[config.mk]
export PLATFORM = sky130hd
export DESIGN_NAME = player_motion_unit
export DESIGN_NICKNAME = d
export VERILOG_FILES = /design/src/rtl/player_motion_unit_pkg.sv /design/src/rtl/player_motion_unit_move_timer.sv /design/src/rtl/player_motion_unit.sv
export SDC_FILE = /design/constraint.sdc
export NUM_CORES = 1
export LEC_CHECK = 0
export CAP_MARGIN = 5
export CORE_MARGIN = 2
export CORE_UTILIZATION = 55
export DETAILED_ROUTE_END_ITERATION = 16
export DONT_BUFFER_PORTS = 1
export PLACE_DENSITY = 0.79
export SYNTH_ARGS = -nofsm -noshare
export SYNTH_HDL_FRONTEND = slang
export SYNTH_SLANG_ARGS = --single-unit
[constraint.sdc]
create_clock -name clk -period 3.5 [get_ports clk]
set_input_delay 0.7 -clock clk [delete_from_list [all_inputs] [get_ports clk]]
set_output_delay 0.7 -clock clk [all_outputs]
set_load 0.005 [all_outputs]
[src/rtl/player_motion_unit_pkg.sv]
// ============================================================================
// player_motion_unit_pkg : shared move encodings and FSM states
// Revision 1.0
// ============================================================================
`default_nettype none

package player_motion_unit_pkg;

  localparam logic [2:0] DIR_NONE  = 3'd0;
  localparam logic [2:0] DIR_UP    = 3'd1;
  localparam logic [2:0] DIR_DOWN  = 3'd2;
  localparam logic [2:0] DIR_LEFT  = 3'd3;
  localparam logic [2:0] DIR_RIGHT = 3'd4;

  typedef enum logic [2:0] {
    S_IDLE  = 3'd0,
    S_WAIT  = 3'd1,
    S_STEP  = 3'd2,
    S_CHECK = 3'd3,
    S_DONE  = 3'd4
  } pmu_state_e;

endpackage

`default_nettype wire

[src/rtl/player_motion_unit_move_timer.sv]
// ============================================================================
// move_timer : clearable pacing counter, one-cycle done at count TICKS-1
// Revision 1.0
// ============================================================================
`default_nettype none

module move_timer #(
  parameter int TICKS = 12500000
) (
  input  logic clk,
  input  logic reset,
  input  logic clear,
  input  logic enable,
  output logic done
);

  localparam int            TW   = $clog2(TICKS + 1);
  localparam logic [TW-1:0] LAST = TW'(TICKS - 1);

  logic [TW-1:0] count_q, count_d;

  always_comb begin
    done    = enable && (count_q == LAST);
    count_d = count_q;
    if (clear) begin
      count_d = '0;
    end else if (enable) begin
      count_d = done ? '0 : count_q + 1'b1;
    end
  end

  always_ff @(posedge clk or posedge reset) begin
    if (reset) begin
      count_q <= '0;
    end else begin
      count_q <= count_d;
    end
  end

endmodule

`default_nettype wire

[src/rtl/player_motion_unit.sv]
// ============================================================================
// player_motion_unit : paced player-move datapath with obstacle check and win
// flag. Define PMU_WRAP_EN for wrap-around edges (default: clamp).
// Revision 1.0
// ============================================================================
`default_nettype none

module player_motion_unit
  import player_motion_unit_pkg::*;
#(
  parameter int XW     = 8,
  parameter int YW     = 7,
  parameter int X_MAX  = 159,
  parameter int Y_MAX  = 119,
  parameter int INIT_X = 0,
  parameter int INIT_Y = 0,
  parameter int WIN_X  = 159,
  parameter int WIN_Y  = 119,
  parameter int STEP   = 1,
  parameter int TICKS  = 12500000
) (
  input  logic          clk,
  input  logic          reset,
  input  logic          move_valid,
  input  logic [2:0]    move_dir,
  output logic          move_ready,
  output logic [XW-1:0] query_x,
  output logic [YW-1:0] query_y,
  input  logic          obs_hit,
  output logic [XW-1:0] xpos,
  output logic [YW-1:0] ypos,
  output logic          plot,
  output logic          timer_done,
  output logic          did_win
);

  localparam logic [XW:0]   STEP_X = (XW+1)'(STEP);
  localparam logic [YW:0]   STEP_Y = (YW+1)'(STEP);
  localparam logic [XW:0]   LIM_X  = (XW+1)'(X_MAX);
  localparam logic [YW:0]   LIM_Y  = (YW+1)'(Y_MAX);
  localparam logic [XW-1:0] INIT_XV = XW'(INIT_X);
  localparam logic [YW-1:0] INIT_YV = YW'(INIT_Y);
  localparam logic [XW-1:0] WIN_XV  = XW'(WIN_X);
  localparam logic [YW-1:0] WIN_YV  = YW'(WIN_Y);
`ifdef PMU_WRAP_EN
  localparam logic [XW:0]   MOD_X  = (XW+1)'(X_MAX + 1);
  localparam logic [YW:0]   MOD_Y  = (YW+1)'(Y_MAX + 1);
`endif

  pmu_state_e    state_q, state_d;
  logic [2:0]    dir_q, dir_d;
  logic [XW-1:0] xpos_q, xpos_d, qx_q, qx_d, cand_x;
  logic [YW-1:0] ypos_q, ypos_d, qy_q, qy_d, cand_y;
  logic          did_win_q, did_win_d;
  logic          tmr_clear, tmr_en, tmr_done;
  logic [XW:0]   x_sum, x_fix;
  logic [YW:0]   y_sum, y_fix;
  logic          x_under, x_over, y_under, y_over;

  move_timer #(.TICKS(TICKS)) u_move_timer (
    .clk    (clk),
    .reset  (reset),
    .clear  (tmr_clear),
    .enable (tmr_en),
    .done   (tmr_done)
  );

  // One extra bit lets the MSB flag an underflow below zero.
  always_comb begin
    x_sum   = {1'b0, xpos_q};
    y_sum   = {1'b0, ypos_q};
    x_under = 1'b0;
    x_over  = 1'b0;
    y_under = 1'b0;
    y_over  = 1'b0;
    case (dir_q)
      DIR_UP:    begin y_sum = {1'b0, ypos_q} - STEP_Y; y_under = y_sum[YW];      end
      DIR_DOWN:  begin y_sum = {1'b0, ypos_q} + STEP_Y; y_over  = (y_sum > LIM_Y); end
      DIR_LEFT:  begin x_sum = {1'b0, xpos_q} - STEP_X; x_under = x_sum[XW];      end
      DIR_RIGHT: begin x_sum = {1'b0, xpos_q} + STEP_X; x_over  = (x_sum > LIM_X); end
      default:   ;
    endcase
    x_fix = x_sum;
    y_fix = y_sum;
`ifdef PMU_WRAP_EN
    if (x_under)     x_fix = x_sum + MOD_X;
    else if (x_over) x_fix = x_sum - MOD_X;
    if (y_under)     y_fix = y_sum + MOD_Y;
    else if (y_over) y_fix = y_sum - MOD_Y;
`else
    if (x_under)     x_fix = '0;
    else if (x_over) x_fix = LIM_X;
    if (y_under)     y_fix = '0;
    else if (y_over) y_fix = LIM_Y;
`endif
    cand_x = x_fix[XW-1:0];
    cand_y = y_fix[YW-1:0];
  end

  always_comb begin
    state_d    = state_q;
    dir_d      = dir_q;
    xpos_d     = xpos_q;
    ypos_d     = ypos_q;
    qx_d       = qx_q;
    qy_d       = qy_q;
    did_win_d  = did_win_q;
    move_ready = 1'b0;
    plot       = 1'b0;
    tmr_clear  = 1'b0;
    tmr_en     = 1'b0;
    case (state_q)
      S_IDLE: begin
        move_ready = 1'b1;
        if (move_valid && (move_dir >= DIR_UP) && (move_dir <= DIR_RIGHT)) begin
          dir_d     = move_dir;
          tmr_clear = 1'b1;
          state_d   = S_WAIT;
        end
      end
      S_WAIT: begin
        tmr_en = 1'b1;
        if (tmr_done) state_d = S_STEP;
      end
      S_STEP: begin
        qx_d    = cand_x;
        qy_d    = cand_y;
        state_d = S_CHECK;
      end
      S_CHECK: begin
        state_d = S_IDLE;
        if (!obs_hit) begin
          plot   = 1'b1;
          xpos_d = qx_q;
          ypos_d = qy_q;
          if ((qx_q == WIN_XV) && (qy_q == WIN_YV)) begin
            did_win_d = 1'b1;
            state_d   = S_DONE;
          end
        end
      end
      S_DONE:  ;
      default: state_d = S_IDLE;
    endcase
  end

  always_ff @(posedge clk or posedge reset) begin
    if (reset) begin
      state_q   <= S_IDLE;
      dir_q     <= DIR_NONE;
      xpos_q    <= INIT_XV;
      ypos_q    <= INIT_YV;
      qx_q      <= INIT_XV;
      qy_q      <= INIT_YV;
      did_win_q <= 1'b0;
    end else begin
      state_q   <= state_d;
      dir_q     <= dir_d;
      xpos_q    <= xpos_d;
      ypos_q    <= ypos_d;
      qx_q      <= qx_d;
      qy_q      <= qy_d;
      did_win_q <= did_win_d;
    end
  end

  assign xpos       = xpos_q;
  assign ypos       = ypos_q;
  assign query_x    = qx_q;
  assign query_y    = qy_q;
  assign did_win    = did_win_q;
  assign timer_done = tmr_done;

endmodule

`default_nettype wire

Yosys cells after proc, flatten, opt, wreduce, memory -nomap -nowiden
Cells that the tools add are included.

Word-level logic and storage cells: 66. Flip-flop bits (word level): 61.

Multiplexer cells: 24. Reduce and logical (&&, ||, !) cells: 10. Bitwise gates (word level): 2. $add $sub $neg: 5. Equality and inequality tests: 13. Order comparisons: 4.

Operator list (number): $mux W24 (3); $add A24 B1 Y24 const B (1); $eq A24 B24 Y1 const B (1); $mux W8 (2); $pmux W8 S2 (1); $pmux W3 S5 (1); $mux W7 (2); $pmux W7 S2 (1); $eq A3 B2 Y1 const B (4); $mux W3 (4); $mux W1 (10); $add A8 B1 Y9 const B (1); $gt A9 B8 Y1 const B (1); $sub A8 B1 Y9 const B (1); $add A7 B1 Y8 const B (1); $eq A8 B8 Y1 const B (1); $gt A8 B7 Y1 const B (1); $sub A7 B1 Y8 const B (1); $eq A7 B7 Y1 const B (1); $eq A3 B1 Y1 const B (2); $eq A3 B3 Y1 const B (2); $reduce_and A3 Y1 (2); $logic_and A1 B1 Y1 (4); $ne A2 B2 Y1 const B (2); 6 further kinds (8).

Depth between registers and ports, before layout
Depth in word-level cells: 6. Depth in mapped cells: 8.

Hierarchy
Synthesis repeated with hierarchy kept, for this count alone.

Cells, all modules: 389. Area, all modules: 3664.8 µm².

By module, submodules not included: player_motion_unit (area each 2386.0 µm², instances 1, cells an instance 251); move_timer (area each 1278.7 µm², instances 1, cells an instance 138).

Least setup slack after synthesis
Ideal clock, no wire load.

Path type: input to output. Start: input obs_hit. End: output plot. Setup slack: 1.471 ns. Stages: 2. Buffers on the path: 1. Arrival: 1.329 ns. Data required time: 2.800 ns. Cells stage by stage: nor4b_1 -> clkbuf_1.

Word-level cells in the longest chain between the ends: 2.

Ends and longest elaborated chain: start, declared (line player_motion_unit.sv:29) `input logic obs_hit,`; $mux W1 (line player_motion_unit.sv:132) `if (!obs_hit) begin`; $mux W1 (line player_motion_unit.sv:112) `case (state_q)`; end, declared (line player_motion_unit.sv:32) `output logic plot,`.

Every way passes these cells.

Worst setup path after layout
Start: register u_move_timer.count_q[0]. End: output timer_done.

Word-level cells in the longest chain between the ends: 2.

Ends and longest elaborated chain: start, declared (line player_motion_unit_move_timer.sv:20) `logic [TW-1:0] count_q, count_d;`; start signal, assigned (line player_motion_unit_move_timer.sv:36) `count_q <= count_d;`; $eq A24 B24 Y1 (line player_motion_unit_move_timer.sv:23) `done = enable && (count_q == LAST);`; $logic_and A1 B1 Y1 (line player_motion_unit_move_timer.sv:23); end, declared (line player_motion_unit.sv:33) `output logic timer_done,`.

Every way passes these cells.

==> metrics.yaml <==
cts_tree: "built"
fin_cells: 460
syn2layout_area_growth_pct: 5.59
viasPerCell: 6.38
routedWlPerCell_um: 18.0
drc: 0
timing.final.hold_violations: 0
grt_max_degree: 32
status: "finished clean"
ys_ff_latch: 61
synth_area_leaders: "dfrtp_1 42%, xor2_1 4.1%, nand2_1 4.0%"
tightest_slew_ns: 0.824
synthDistinctLibCells: 68
yosysTopAreaCell: "dfrtp_1"
crit_required_ns: 2.80
cts_hold_buffers: 0
placed_area_um2: 3680
numClockSinks: 61
synth_cells: 383
grt.total_usage: 0.248
hold_ws_ns: 0.330
final.setup.worst_slack_ns: 0.890
cts_buffers: 9
crit_slowest_cell: "dfrtp_1"
yosysWarnings: 0
cts_max_level: 3
dp_hpwl_um: 5910
drt_iter0_markers: 200
stdcell_area_um2: 3850
path_class: "flop to primary output"
combinationalPowerShare: 0.059
max_slew_margin: 0.445
synthMuxAreaShare: 0.0395
synth-seq-area-share: 0.419
critPathBufInv: 0
intPower_mw: 1.02
finish.utilization: 0.603
min_period_over_period: 0.746
hold_path.class: "input pin to asynchronous set/reset pin"
synth_edf_count: 0
core_area_um2: 6390
synth_top_family_by_area: "simple AND/OR/NAND/NOR gates"
path_cells: "ha_1 -> nand4_1 -> nor4_1 -> nand2_1 -> nor2_1"
p_sw_frac: 0.273
critPathMaxStageDelay_ns: 0.42
clock_latency_ns: 0.35
seqPwrFrac: 0.551
num_antenna_cells: 0
totalPowerFinal_mw: 1.40
final_nets: 391
grt_pass1_vias: 2920
fmax_mhz: 383
synth.avg_cell_area_um2: 9.52
port_buffers: 0
fp.dieH_um: 85.4
setup_tns_ns: 0
finalSetupViolCount: 0
crit_path_max_fanout: 5
die_w_um: 85.4
p_switching_mw: 0.384
drv_cap: 0
clk_pin_slew_ns: 0.08
syn_nets: 396
ctsResizeCount: 0
dr.pass1.iters: 4
cp_top_family: "simple AND/OR/NAND/NOR gates"
clockRootBuffer: "clkbuf_8"
synth_fa_ha_area_frac: 0.0206
final_antenna_net_count: 0
rsz0062_at_grt: "false"
power.density_nw_per_um2: 365
cts.repair_timing.setup_buffer_count: 0
synth-simple-area-share: 0.287
grt_pass1_wl_um: 14300
synth_compound_area_frac: 0.126
dr_total_vias: 2936
overflow: 0
maxSlewViolCount: 0
wl_um: 8300
rows: 29
async_flop_share: 1.00
dieArea_um2: 7300
place_ws_ns: 1.23
end_kind: "primary output"
initial_core_util: 0.571
startpoint_type: "flop"
clockPowerShare: 0.390
min_period_ns: 2.61
synth_top_area_share: 0.419
drive_gt1_frac: 0.133
irDropWorstVdd_mv: 0.260
skew_ns: 0.0140
synth-xor-area-share: 0.0744
synth_area_um2: 3650
gp_congestion: 0.893
cp_data_arrival_time_ns: 1.91
place_inst: 444
yosys_most_used_dff: "dfrtp_1"
clk_path_buf_depth: 2
io_pins: 41
grt_antenna_before_repair: 0
p_leak_nw: 1.66
## sequential cells by signal (all words and copies together), names as in the netlist
register              flops
query_x                   8
did_win                   1
query_y                   7
state_q                   3
ypos                      7
u_move_timer.count_q     24
dir_q                     3
xpos                      8
## logic make-up (layout without fill, tap and decap cells)
group           after synthesis  in the layout
flops                        61             61
compound gates               61             61
mux                          13             13
simple gates                183            183
fa+ha+maj                     6              6
xor+xnor                     31             31
buf+inv                      28             28
## cells in the mapped netlist (3+ instances only)
cell type and number:
dfrtp_1 61, a32o_1 4, a221o_1 7, nand4_1 19, or3_1 4, a31oi_1 3, nor2_1 33, a21oi_1 12
clkbuf_1 10, nand4b_1 4, or4_1 3, nor3_1 13, nand3_1 15, nor4_2 3, nor2b_1 4, a21o_1 3
mux2_2 11, ha_1 6, xnor2_1 14, nor3b_1 3, nand2b_1 7, nand2_1 39, nand3b_1 4, buf_2 8
xor2_1 17, o21ai_0 11, nor2_2 3, nor4_1 7, inv_1 8
## path summary, 6_finish.rpt
| path | start | end | slack (ns) | cells after the start |
|---|---|---|---|---|
| hold reg to reg | did_win | did_win | 0.50 | 1 |
| setup / recovery | u_move_timer.count_q[0] | timer_done | 0.89 | 5 |
| setup reg to reg | state_q[1] | did_win | 1.30 | 5 |
| min in group clk | did_win | did_win | 0.50 | 1 |
| hold / removal | reset | query_y[0] | 0.33 | 1 |
| max in group asynchronous | reset | query_x[2] | 2.47 | 2 |
## layout by cell type (no fill, tap or decap), types with 2 or more instances in the layout
| master | n |
|---|---|
| clkinv_2 | 3 |
| o21ai_0 | 11 |
| o22ai_1 | 2 |
| nor2_1 | 33 |
| buf_4 | 4 |
| or4_1 | 3 |
| xor2_1 | 17 |
| dfrtp_1 | 61 |
| mux2i_1 | 2 |
| clkbuf_8 | 9 |
| nor4_1 | 7 |
| inv_1 | 7 |
| mux2_2 | 11 |
| a32o_1 | 4 |
| a21o_1 | 3 |
| nand3_1 | 15 |
| o31ai_1 | 2 |
| or3_1 | 4 |
| o21ai_1 | 2 |
| a21oi_1 | 12 |
| nor4b_2 | 2 |
| xnor2_1 | 14 |
| nor3_1 | 13 |
| a31oi_1 | 3 |
| nor2b_1 | 4 |
| and2_1 | 2 |
| clkinv_4 | 2 |
| nor2_2 | 3 |
| ha_1 | 6 |
| nor4_2 | 3 |
| nor3b_1 | 3 |
| and3_1 | 2 |
| nand4b_1 | 4 |
| nand3b_1 | 4 |
| or3b_2 | 2 |
| nand4_1 | 19 |
| nand2_1 | 39 |
| a221o_1 | 7 |
| nand2b_1 | 7 |
## worst reg2reg max path, cell delays in order, from the launching register on
cell and delay, ns:
dfrtp_1 0.43, inv_1 0.14, nor4b_2 0.65, nand2_1 0.15, nor4_1 0.59, or2_1 0.18
## power by group through the flow
| stage | logic [mW] | registers (mW) | clock network (mW) |
|---|---|---|---|
| after global routing | 0.0972 | 0.780 | 0.591 |
| after CTS | 0.0834 | 0.773 | 0.559 |
| after detailed placement | 0.0839 | 0.786 | 0 |
| after floorplan | 0.0717 | 0.774 | 0 |
| after global placement | 0.0797 | 0.785 | 0 |
| final | 0.0829 | 0.774 | 0.547 |
## cell type report
| type | instances | area [um2] |
|---|---|---|
| tap | 77 | 96.3 |
| timing repair buffer | 4 | 30.0 |
| fill | 553 | 2530 |
| sequential | 61 | 1530 |
| clock buffer | 10 | 128 |
| clock inverter | 6 | 40.0 |
| multi-input combinational | 294 | 2000 |
| inverter | 8 | 30.0 |
## routing by layer
layer / global-route usage / share of wire
met4: 0.118 / 0.025
met5: 0 / 0
met2: 0.373 / 0.47
met3: 0.0535 / 0.054
met1: 0.342 / 0.45
(Power assumes the default switching activity.)
